**src/rtl/rx_pkg.sv**
```systemverilog
// Shared types for the RX burst gate: state encoding and arm/hang counter widths.
// The LOCKOUT state exists only when RX_BG_MAXLEN_EN is defined.
package rx_pkg;

   localparam int BG_ARM_W  = 8;
   localparam int BG_HANG_W = 8;
   localparam int BG_TMR_W  = (BG_ARM_W > BG_HANG_W) ? BG_ARM_W : BG_HANG_W;

   localparam logic [2:0] ST_IDLE_ENC    = 3'd0;
   localparam logic [2:0] ST_ARM_ENC     = 3'd1;
   localparam logic [2:0] ST_ACTIVE_ENC  = 3'd2;
   localparam logic [2:0] ST_HANG_ENC    = 3'd3;
   localparam logic [2:0] ST_LOCKOUT_ENC = 3'd4;

   typedef enum logic [2:0] {
      S_IDLE    = ST_IDLE_ENC,
      S_ARM     = ST_ARM_ENC,
      S_ACTIVE  = ST_ACTIVE_ENC,
`ifdef RX_BG_MAXLEN_EN
      S_HANG    = ST_HANG_ENC,
      S_LOCKOUT = ST_LOCKOUT_ENC
`else
      S_HANG    = ST_HANG_ENC
`endif
   } bg_state_e;

endpackage

```
**src/rtl/rx_bg_timer.sv**
```systemverilog
// Saturating phase counter shared by the arm and hang phases.
// load restarts at 1, step advances; expire flags that the new count reaches limit.
module rx_bg_timer
   import rx_pkg::*;
#(
   parameter int W = BG_TMR_W
) (
   input  logic         clk,
   input  logic         rst,
   input  logic         en,
   input  logic         load,
   input  logic         step,
   input  logic [W-1:0] limit,
   output logic         expire
);

   logic [W-1:0] count_q, count_d;

   always_comb begin
      count_d = count_q;
      if (load)
         count_d = W'(1);
      else if (step && (count_q != '1))
         count_d = count_q + W'(1);
      // limits of 0 and 1 both expire on the loading cycle
      expire = (load || step) && (count_d >= limit);
   end

   always_ff @(posedge clk) begin
      if (rst)
         count_q <= '0;
      else if (en)
         count_q <= count_d;
   end

endmodule

```
**src/rtl/rx_burst_gate.sv**
```systemverilog
// Burst gate: opens on a sustained SD_flag, forwards I/Q while open, closes after a hang period.
// Optional macro RX_BG_MAXLEN_EN adds a forced close at RX_BG_MAXLEN samples plus a LOCKOUT state.
module rx_burst_gate
   import rx_pkg::*;
#(
   parameter int WIDTH     = 16,
   parameter int LEN_WIDTH = 16
) (
   input  logic                        clk,
   input  logic                        rst,
   input  logic                        clk_enable,
   input  logic [BG_ARM_W-1:0]         RX_BG_ARM,
   input  logic [BG_HANG_W-1:0]        RX_BG_HANG,
   input  logic [LEN_WIDTH-1:0]        RX_BG_MAXLEN,
   input  logic                        SD_flag,
   input  logic signed [WIDTH-1:0]     I_tdata,
   input  logic                        I_tvalid,
   input  logic signed [WIDTH-1:0]     Q_tdata,
   input  logic                        Q_tvalid,
   output logic signed [WIDTH-1:0]     I_out_tdata,
   output logic signed [WIDTH-1:0]     Q_out_tdata,
   output logic                        out_tvalid,
   output logic                        burst_active,
   output logic                        burst_start,
   output logic                        burst_end,
   output logic [LEN_WIDTH-1:0]        burst_len
);

   bg_state_e               state_q, state_d;
   logic signed [WIDTH-1:0] i_q, i_d, q_q, q_d;
   logic                    vld_q, vld_d;
   logic                    start_q, start_d;
   logic                    end_q, end_d;
   logic [LEN_WIDTH-1:0]    len_q, len_d;

   logic                    open_st;
   logic                    tmr_load, tmr_step, tmr_expire;
   logic [BG_TMR_W-1:0]     tmr_limit;

   assign open_st   = (state_q == S_ACTIVE) || (state_q == S_HANG);
   assign tmr_limit = open_st ? BG_TMR_W'(RX_BG_HANG) : BG_TMR_W'(RX_BG_ARM);

   // Timer controls depend only on state and SD_flag, keeping expire free of loops.
   always_comb begin
      tmr_load = 1'b0;
      tmr_step = 1'b0;
      case (state_q)
         S_IDLE:   tmr_load = SD_flag;
         S_ARM:    tmr_step = SD_flag;
         S_ACTIVE: tmr_load = !SD_flag;
         S_HANG:   tmr_step = !SD_flag;
         default:  ;
      endcase
   end

   rx_bg_timer #(.W(BG_TMR_W)) u_timer (
      .clk    (clk),
      .rst    (rst),
      .en     (clk_enable),
      .load   (tmr_load),
      .step   (tmr_step),
      .limit  (tmr_limit),
      .expire (tmr_expire)
   );

   always_comb begin
      state_d = state_q;
      i_d     = i_q;
      q_d     = q_q;
      len_d   = len_q;
      vld_d   = 1'b0;
      start_d = 1'b0;
      end_d   = 1'b0;

      if (clk_enable) begin
         if (open_st && I_tvalid && Q_tvalid) begin
            i_d   = I_tdata;
            q_d   = Q_tdata;
            vld_d = 1'b1;
            if (len_q != '1)
               len_d = len_q + LEN_WIDTH'(1);
         end

         case (state_q)
            S_IDLE:
               if (SD_flag)
                  state_d = tmr_expire ? S_ACTIVE : S_ARM;
            S_ARM:
               if (!SD_flag)
                  state_d = S_IDLE;
               else if (tmr_expire)
                  state_d = S_ACTIVE;
            S_ACTIVE:
               if (!SD_flag)
                  state_d = tmr_expire ? S_IDLE : S_HANG;
            S_HANG:
               // a returning SD_flag beats a hang expiry
               if (SD_flag)
                  state_d = S_ACTIVE;
               else if (tmr_expire)
                  state_d = S_IDLE;
`ifdef RX_BG_MAXLEN_EN
            S_LOCKOUT:
               if (!SD_flag)
                  state_d = S_IDLE;
`endif
            default:
               state_d = S_IDLE;
         endcase

         if (!open_st && (state_d == S_ACTIVE)) begin
            start_d = 1'b1;
            len_d   = '0;
         end
         if (open_st && (state_d == S_IDLE))
            end_d = 1'b1;

`ifdef RX_BG_MAXLEN_EN
         // Forced close; a simultaneous hang expiry (SD low) still lands in IDLE.
         if (open_st && (RX_BG_MAXLEN != '0) && (len_d >= RX_BG_MAXLEN)) begin
            end_d   = 1'b1;
            state_d = (state_d == S_IDLE) ? S_IDLE : S_LOCKOUT;
         end
`endif
      end
   end

`ifndef RX_BG_MAXLEN_EN
   logic unused_maxlen;
   assign unused_maxlen = ^RX_BG_MAXLEN;
`endif

   always_ff @(posedge clk) begin
      if (rst) begin
         state_q <= S_IDLE;
         i_q     <= '0;
         q_q     <= '0;
         vld_q   <= 1'b0;
         start_q <= 1'b0;
         end_q   <= 1'b0;
         len_q   <= '0;
      end else begin
         state_q <= state_d;
         i_q     <= i_d;
         q_q     <= q_d;
         vld_q   <= vld_d;
         start_q <= start_d;
         end_q   <= end_d;
         len_q   <= len_d;
      end
   end

   assign I_out_tdata  = i_q;
   assign Q_out_tdata  = q_q;
   assign out_tvalid   = vld_q;
   assign burst_active = open_st;
   assign burst_start  = start_q;
   assign burst_end    = end_q;
   assign burst_len    = len_q;

endmodule

```
**config.mk**
```make
export PLATFORM = sky130hd
export DESIGN_NAME = rx_burst_gate
export DESIGN_NICKNAME = d
export VERILOG_FILES = /design/src/rtl/rx_pkg.sv /design/src/rtl/rx_bg_timer.sv /design/src/rtl/rx_burst_gate.sv
export SDC_FILE = /design/constraint.sdc
export NUM_CORES = 1
export LEC_CHECK = 0
export ABC_AREA = 1
export BUFFER_PORTS_ARGS = -buffer_cell sky130_fd_sc_hd__buf_2
export CAP_MARGIN = 20
export CORE_MARGIN = 5
export CORE_UTILIZATION = 30
export CTS_BUF_LIST = sky130_fd_sc_hd__clkbuf_16
export CTS_CLUSTER_DIAMETER = 80
export CTS_CLUSTER_SIZE = 30
export DETAILED_ROUTE_END_ITERATION = 10
export SLEW_MARGIN = 15
export SYNTH_ARGS = -nofsm -noshare
export SYNTH_HDL_FRONTEND = slang
export SYNTH_SLANG_ARGS = --single-unit
```
**constraint.sdc**
```tcl
create_clock -name clk -period 3.6 [get_ports clk]
set_input_delay 0.54 -clock clk [delete_from_list [all_inputs] [get_ports clk]]
set_output_delay 0.54 -clock clk [all_outputs]
set_load 0.01 [all_outputs]
```
==> results of run 1 <==
## worst max-delay path: cells and delay by family (launching register included)
kind	cells	cell delay [ns]
adders and majority gates	2	0.47
buffers and inverters	4	0.51
DFF	1	0.36
and+or+nand+nor	15	1.81
## path summary, 6_finish.rpt
kind / start / slack, ns / end / cells after the start
hold reg to reg: I_out_tdata[3] / 0.47 / I_out_tdata[3] / 2
setup / recovery: u_timer.count_q[1] / 0.40 / burst_len[5] / 21
hold / removal: Q_tdata[6] / 0.47 / Q_out_tdata[6] / 3
setup reg to reg: u_timer.count_q[1] / 0.40 / burst_len[5] / 21
## cell type report
type / count / area (um^2)
flip-flops and latches: 62 / 1240
repair buffers: 110 / 563
multi-input cells: 348 / 1770
well taps: 140 / 175
clock buffers: 9 / 225
clock inverters: 7 / 33.8
fillers: 1155 / 6650
inverters: 61 / 234
## logic make-up (layout without fill, tap and decap cells)
family                     after synthesis  in the layout
and+or+nand+nor                        244            244
muxes                                    7              7
buffers and inverters                   79            187
DFF                                     62             62
xor gates and xnor gates                10             10
adders and majority gates               10             10
AOI/OAI and AO/OA                       77             77
## sequential cells by signal, summed over array words and instances, names as in the netlist
name / flops
Q_out_tdata: 16
burst_start: 1
I_out_tdata: 16
burst_end: 1
u_timer.count_q: 8
state_q: 3
out_tvalid: 1
burst_len: 16
## placed cells by master (no fill, tap or decap), types with 2 or more instances in the layout
master     instances
o21bai_1           2
nor3_1             6
o21ai_2            2
ha_1              10
dfxtp_1           62
clkinv_2           3
inv_2              5
buf_2            105
inv_1             57
a21oi_1           25
o21ai_0           45
buf_4              5
nand2_1           90
xor2_1             9
nand2_4            3
nand4_1            2
clkbuf_16          9
nor2_1            92
mux2i_1            7
nand3_2            2
nand3_1           38
nand4_4            2
nand2_2            4
## power by group
group,switching (uW),internal (uW),total [uW]
logic,115,78.6,193
clock network,296,453,749
registers,13.2,704,717
total,424,1240,1660
## per-stage QoR
step,cell area (um^2),power [uW],setup WS (ns)
after global placement,3980,921,0.453
after detailed placement,3980,928,0.394
after floorplan,3350,856,0.831
after CTS,4240,1700,0.376
after global routing,4240,1750,0.114
final,4240,1660,0.400
## metal layers
metal / up-vias / wire length [um]
met5: - / 0
met3: 2 / 574
met2: 78 / 4360
li1: 1765 / -
met4: 0 / 40
met1: 1490 / 3790
==> impl_metrics.yaml, run 1 <==
status:
  status: "finished, final reports clean"
final_layout:
  fin_cells: 737
  drive_above_1_share: 0.245
  nets: 672
  area.growth.synth_to_final_pct: 26.8
  diodes: 0
  final_util: 0.390
min_path:
  min_path_type: "primary input to register"
worst_setup_path:
  max_stage_delay_ns: 0.36
  cp.required_ns: 3.86
  cp_cell_sequence: "ha_1 -> inv_1 -> nor3_2 -> nand3_1 -> nand2_2 -> clkinv_4 -> or2_1 -> nand2_1 -> inv_1 -> ha_1 -> nand2_1 -> nor2_1 -> nor2_1 -> nand2_1 -> nand2_1 -> nand2_1 -> nand4_4 -> buf_4 -> nand3_1 -> nand2_1 -> nor2_1"
  arrival_ns: 3.46
  worst_path_max_delay_cell: "dfxtp_1"
  end_kind: "register"
  path_class: "register to register"
  cp_common_cell: "nand2_1"
  critPathLaunchType: "register"
  cp_max_fo: 9
grt:
  overflow: 0
  use_met1: 0.158
  met3_usage: 0.0386
  antenna_found_initial: 0
  busiest_layer: "met2"
  grt_max_degree: 36
  track_usage: 0.135
  grt_pass1_wl_um: 14700
  met2_usage: 0.238
  grt_pass1_vias: 3225
timing:
  finalClockSkew_ns: 0.00769
  hold_ws_ns: 0.468
  max_freq_mhz: 313
  slew_headroom: 0.659
  tightest_slew_ns: 0.511
  final.period_utilization: 0.889
  slew_violations: 0
  final-hold-violation-count: 0
  setup_tns_ns: 0
  period_needed_ns: 3.20
  setup_viol: 0
  rsz0062_at_grt: "false"
detailed_routing:
  wl_per_cell_um: 11.9
  drtAntennaViolNets: 0
  drt_iter0_drc: 130
  viasPerCell: 4.53
  vias: 3335
  drt_pass1_iterations: 5
  drcViolationCount: 0
  drt_wl_total_um: 8760
synth:
  synth_compound_area_frac: 0.121
  postSynthCellCount: 489
  synth_edf_count: 0
  synthMuxAreaShare: 0.0209
  yosys-top-cells-count: "nor2_1 (92), nand2_1 (90), dfxtp_1 (62), inv_1 (55), o21ai_0 (45)"
  yosys.area.top_type: "dfxtp_1"
  ys_ff_latch: 62
  synthFlopType: "dfxtp_1"
  syn_area_um2: 3350
  synth_seq_area_share: 0.371
  synth_top_cell_area_share: 0.371
  yosysWarnings: 0
  avgSynthCellArea_um2: 6.84
  yosysUniqueCellTypes: 35
  async_reset_ff_frac: 0
  synthXorXnorAreaFrac: 0.0262
  ys_top_cells_by_area: "dfxtp_1 (37%), nor2_1 (10%), nand2_1 (10%)"
  synthSimpleGateAreaFrac: 0.324
  synth_top_family_by_area: "simple AND/OR/NAND/NOR gates"
  yosysMostFrequentCell: "nor2_1"
  synth_nets: 569
  synthAdderAreaFrac: 0.0374
die:
  die_h_um: 116
  num_rows: 38
  core_um2: 10900
  die_x_um: 116
  die_area_um2: 13400
  io_pins: 122
  initial_utilization: 0.307
clock_tree:
  cts-resized-gates: 0
  clock_latency_ns: 0.32
  clk_path_buf_depth: 2
  htree_levels: 3
  hold_buffers: 0
  clk_pin_slew_ns: 0.05
  cts.sinks: 62
  numCtsBuffers: 9
  tritoncts: "done"
  ctsRootBufferMaster: "clkbuf_16"
  post_cts_buffers: 0
placement:
  port_buffers: 105
  dp.cells: 721
  gp_congestion: 0.830
  hpwl_um: 6510
power_and_ir_drop:
  leakage_uw: 0.00217
  powerDensity_nw_per_um2: 391
  vdd_drop_max_mv: 0.224
flow_run:
  max_cap_viol_count: 0
No activity file was read; power rests on OpenSTA's default activity.
==> run 2: changes to the inputs <==
- CORE_MARGIN: 5 -> 3
==> run 2 against run 1 <==
Non-clock buffer count up 1. Die area down 6.8%. Sequential share of layout area down 0.45 points. Hold slack worse by 0.0025 ns. Routed wire length down 3.0%. Register-to-register slack worse by 0.05 ns. Maximum frequency down 1.4%. Critical endpoint is now burst_len[2]. Core utilization up 1.7 points. Sequential power about the same. Clock power up 23%.
==> impl_metrics.yaml, run 2 (same netlist as run 1, synthesis figures left out) <==
worst_setup_path:
  critPathLaunchType: "register"
  regToRegSetupSlack_ns: 0.36
  cp_max_fo: 15
  cp.required_ns: 3.85
  arrival_ns: 3.49
  path_class: "register to register"
  end_kind: "register"
flow_run:
  max_cap_viol_count: 0
power_and_ir_drop:
  power.net_switching_uw: 441
  vdd_drop_max_mv: 0.160
  powerDensity_nw_per_um2: 425
  p_clk_frac: 0.502
  p_comb_frac: 0.106
  p_int_uw: 1390
  p_sw_frac: 0.241
  leakage_uw: 0.00220
  pwr-share-seq: 0.391
detailed_routing:
  drtAntennaViolNets: 0
  wl_per_cell_um: 11.6
  drt_wl_total_um: 8500
  drcViolationCount: 0
  drt_pass1_iterations: 4
  drt_iter0_drc: 196
  viasPerCell: 4.56
  vias: 3348
final_layout:
  design_area_um2: 4310
  area.growth.synth_to_final_pct: 28.8
  nets: 673
  fin_cells: 734
  drive_above_1_share: 0.251
  layout_common_cells: "buf_2 (105), nor2_1 (92), nand2_1 (90)"
  diodes: 0
  final_common_cell: "buf_2"
die:
  die_x_um: 112
  io_pins: 122
  initial_utilization: 0.316
  die_h_um: 112
  core_um2: 10600
  num_rows: 37
  die_area_um2: 12500
placement:
  dpl_worst_slack_ns: 0.372
  gp_congestion: 0.859
  hpwl_um: 6310
  placed_cell_area_um2: 3990
  dp.cells: 718
  port_buffers: 105
clock_tree:
  ctsRootBufferMaster: "clkbuf_16"
  cts-resized-gates: 0
  clk_pin_slew_ns: 0.06
  numCtsBuffers: 9
  cts.sinks: 62
  post_cts_buffers: 0
  htree_levels: 3
  tritoncts: "done"
  clk_path_buf_depth: 2
  hold_buffers: 0
  clock_latency_ns: 0.32
grt:
  antenna_found_initial: 0
  grt_pass1_vias: 3167
  track_usage: 0.140
  overflow: 0
  grt_max_degree: 35
  grt_pass1_wl_um: 14700
timing:
  rsz0062_at_grt: "false"
  slew_headroom: 0.704
  period_needed_ns: 3.24
  finalClockSkew_ns: 0.00846
  tightest_slew_ns: 0.443
  setup_tns_ns: 0
  fin_ws_ns: 0.355
  slew_violations: 0
  setup_viol: 0
  final-hold-violation-count: 0
  final.period_utilization: 0.901
  max_freq_mhz: 308
min_path:
  min_path_type: "primary input to register"
status:
  status: "finished, final reports clean"
-- run 2: changes by cell type in the layout (fill, tap and decap cells not counted), sizes merged --
cell | previous run | this run
clkinvlp | 1 | 2
clkinv | 5 | 3
bufinv | 0 | 2
buf | 110 | 111
inv | 62 | 61
-- run 2: final cells by class --
class,instances,area (um^2)
Inverter,61,234
Clock buffer,9,225
Fill cell,1099,6290
Clock inverter,7,97.6
Sequential cell,62,1240
Timing Repair Buffer,111,571
Multi-Input combinational cell,348,1770
Tap cell,136,170
-- run 2: worst max-delay path, cell delays in order (launching register included) --
cell      delay (ns)
dfxtp_1         0.37
ha_1            0.18
inv_1           0.08
nor3_2          0.27
nand3_1         0.13
nand2_2         0.20
clkinv_4        0.13
or2_1           0.22
nand2_1         0.08
inv_1           0.05
ha_1            0.29
nand2_1         0.06
nor2_1          0.08
nor2_1          0.04
nand2_1         0.07
nand2_1         0.07
nand2_1         0.18
nand4_4         0.20
nand2_4         0.24
nand2_1         0.09
a21oi_1         0.14
-- run 2: power by group through the flow --
stage	clock, uW	sequential (uW)	combinational [uW]
finish	919	716	195
detailed placement	0	731	197
global placement	0	731	190
CTS	948	716	198
floorplan	0	733	122
global route	980	718	227
-- run 2: final timing paths --
| check | from | endpoint | cells after the start |
|---|---|---|---|
| worst max-delay path | u_timer.count_q[1] | burst_len[2] | 20 |
| worst min-delay path | Q_tdata[15] | Q_out_tdata[15] | 3 |
| worst max register to register | u_timer.count_q[1] | burst_len[2] | 20 |
| worst min register to register | Q_out_tdata[15] | Q_out_tdata[15] | 2 |
-- run 2: per-stage QoR --
| stage | hold slack [ns] | utilization | power (uW) |
|---|---|---|---|
| floorplan | 0.466 | - | 856 |
| global placement | 0.459 | 0.376 | 921 |
| detailed placement | 0.466 | 0.376 | 928 |
| CTS | 0.453 | 0.406 | 1860 |
| global route | 0.478 | 0.406 | 1930 |
| finish | 0.465 | 0.406 | 1830 |
-- run 2: metal layers --
metal	part of all wire	wire length (um)	GRT usage
met1	0.46	3900	0.180
met2	0.45	3870	0.224
met3	0.076	643	0.0391
met4	0.010	89	0.0552
met5	0	0	0
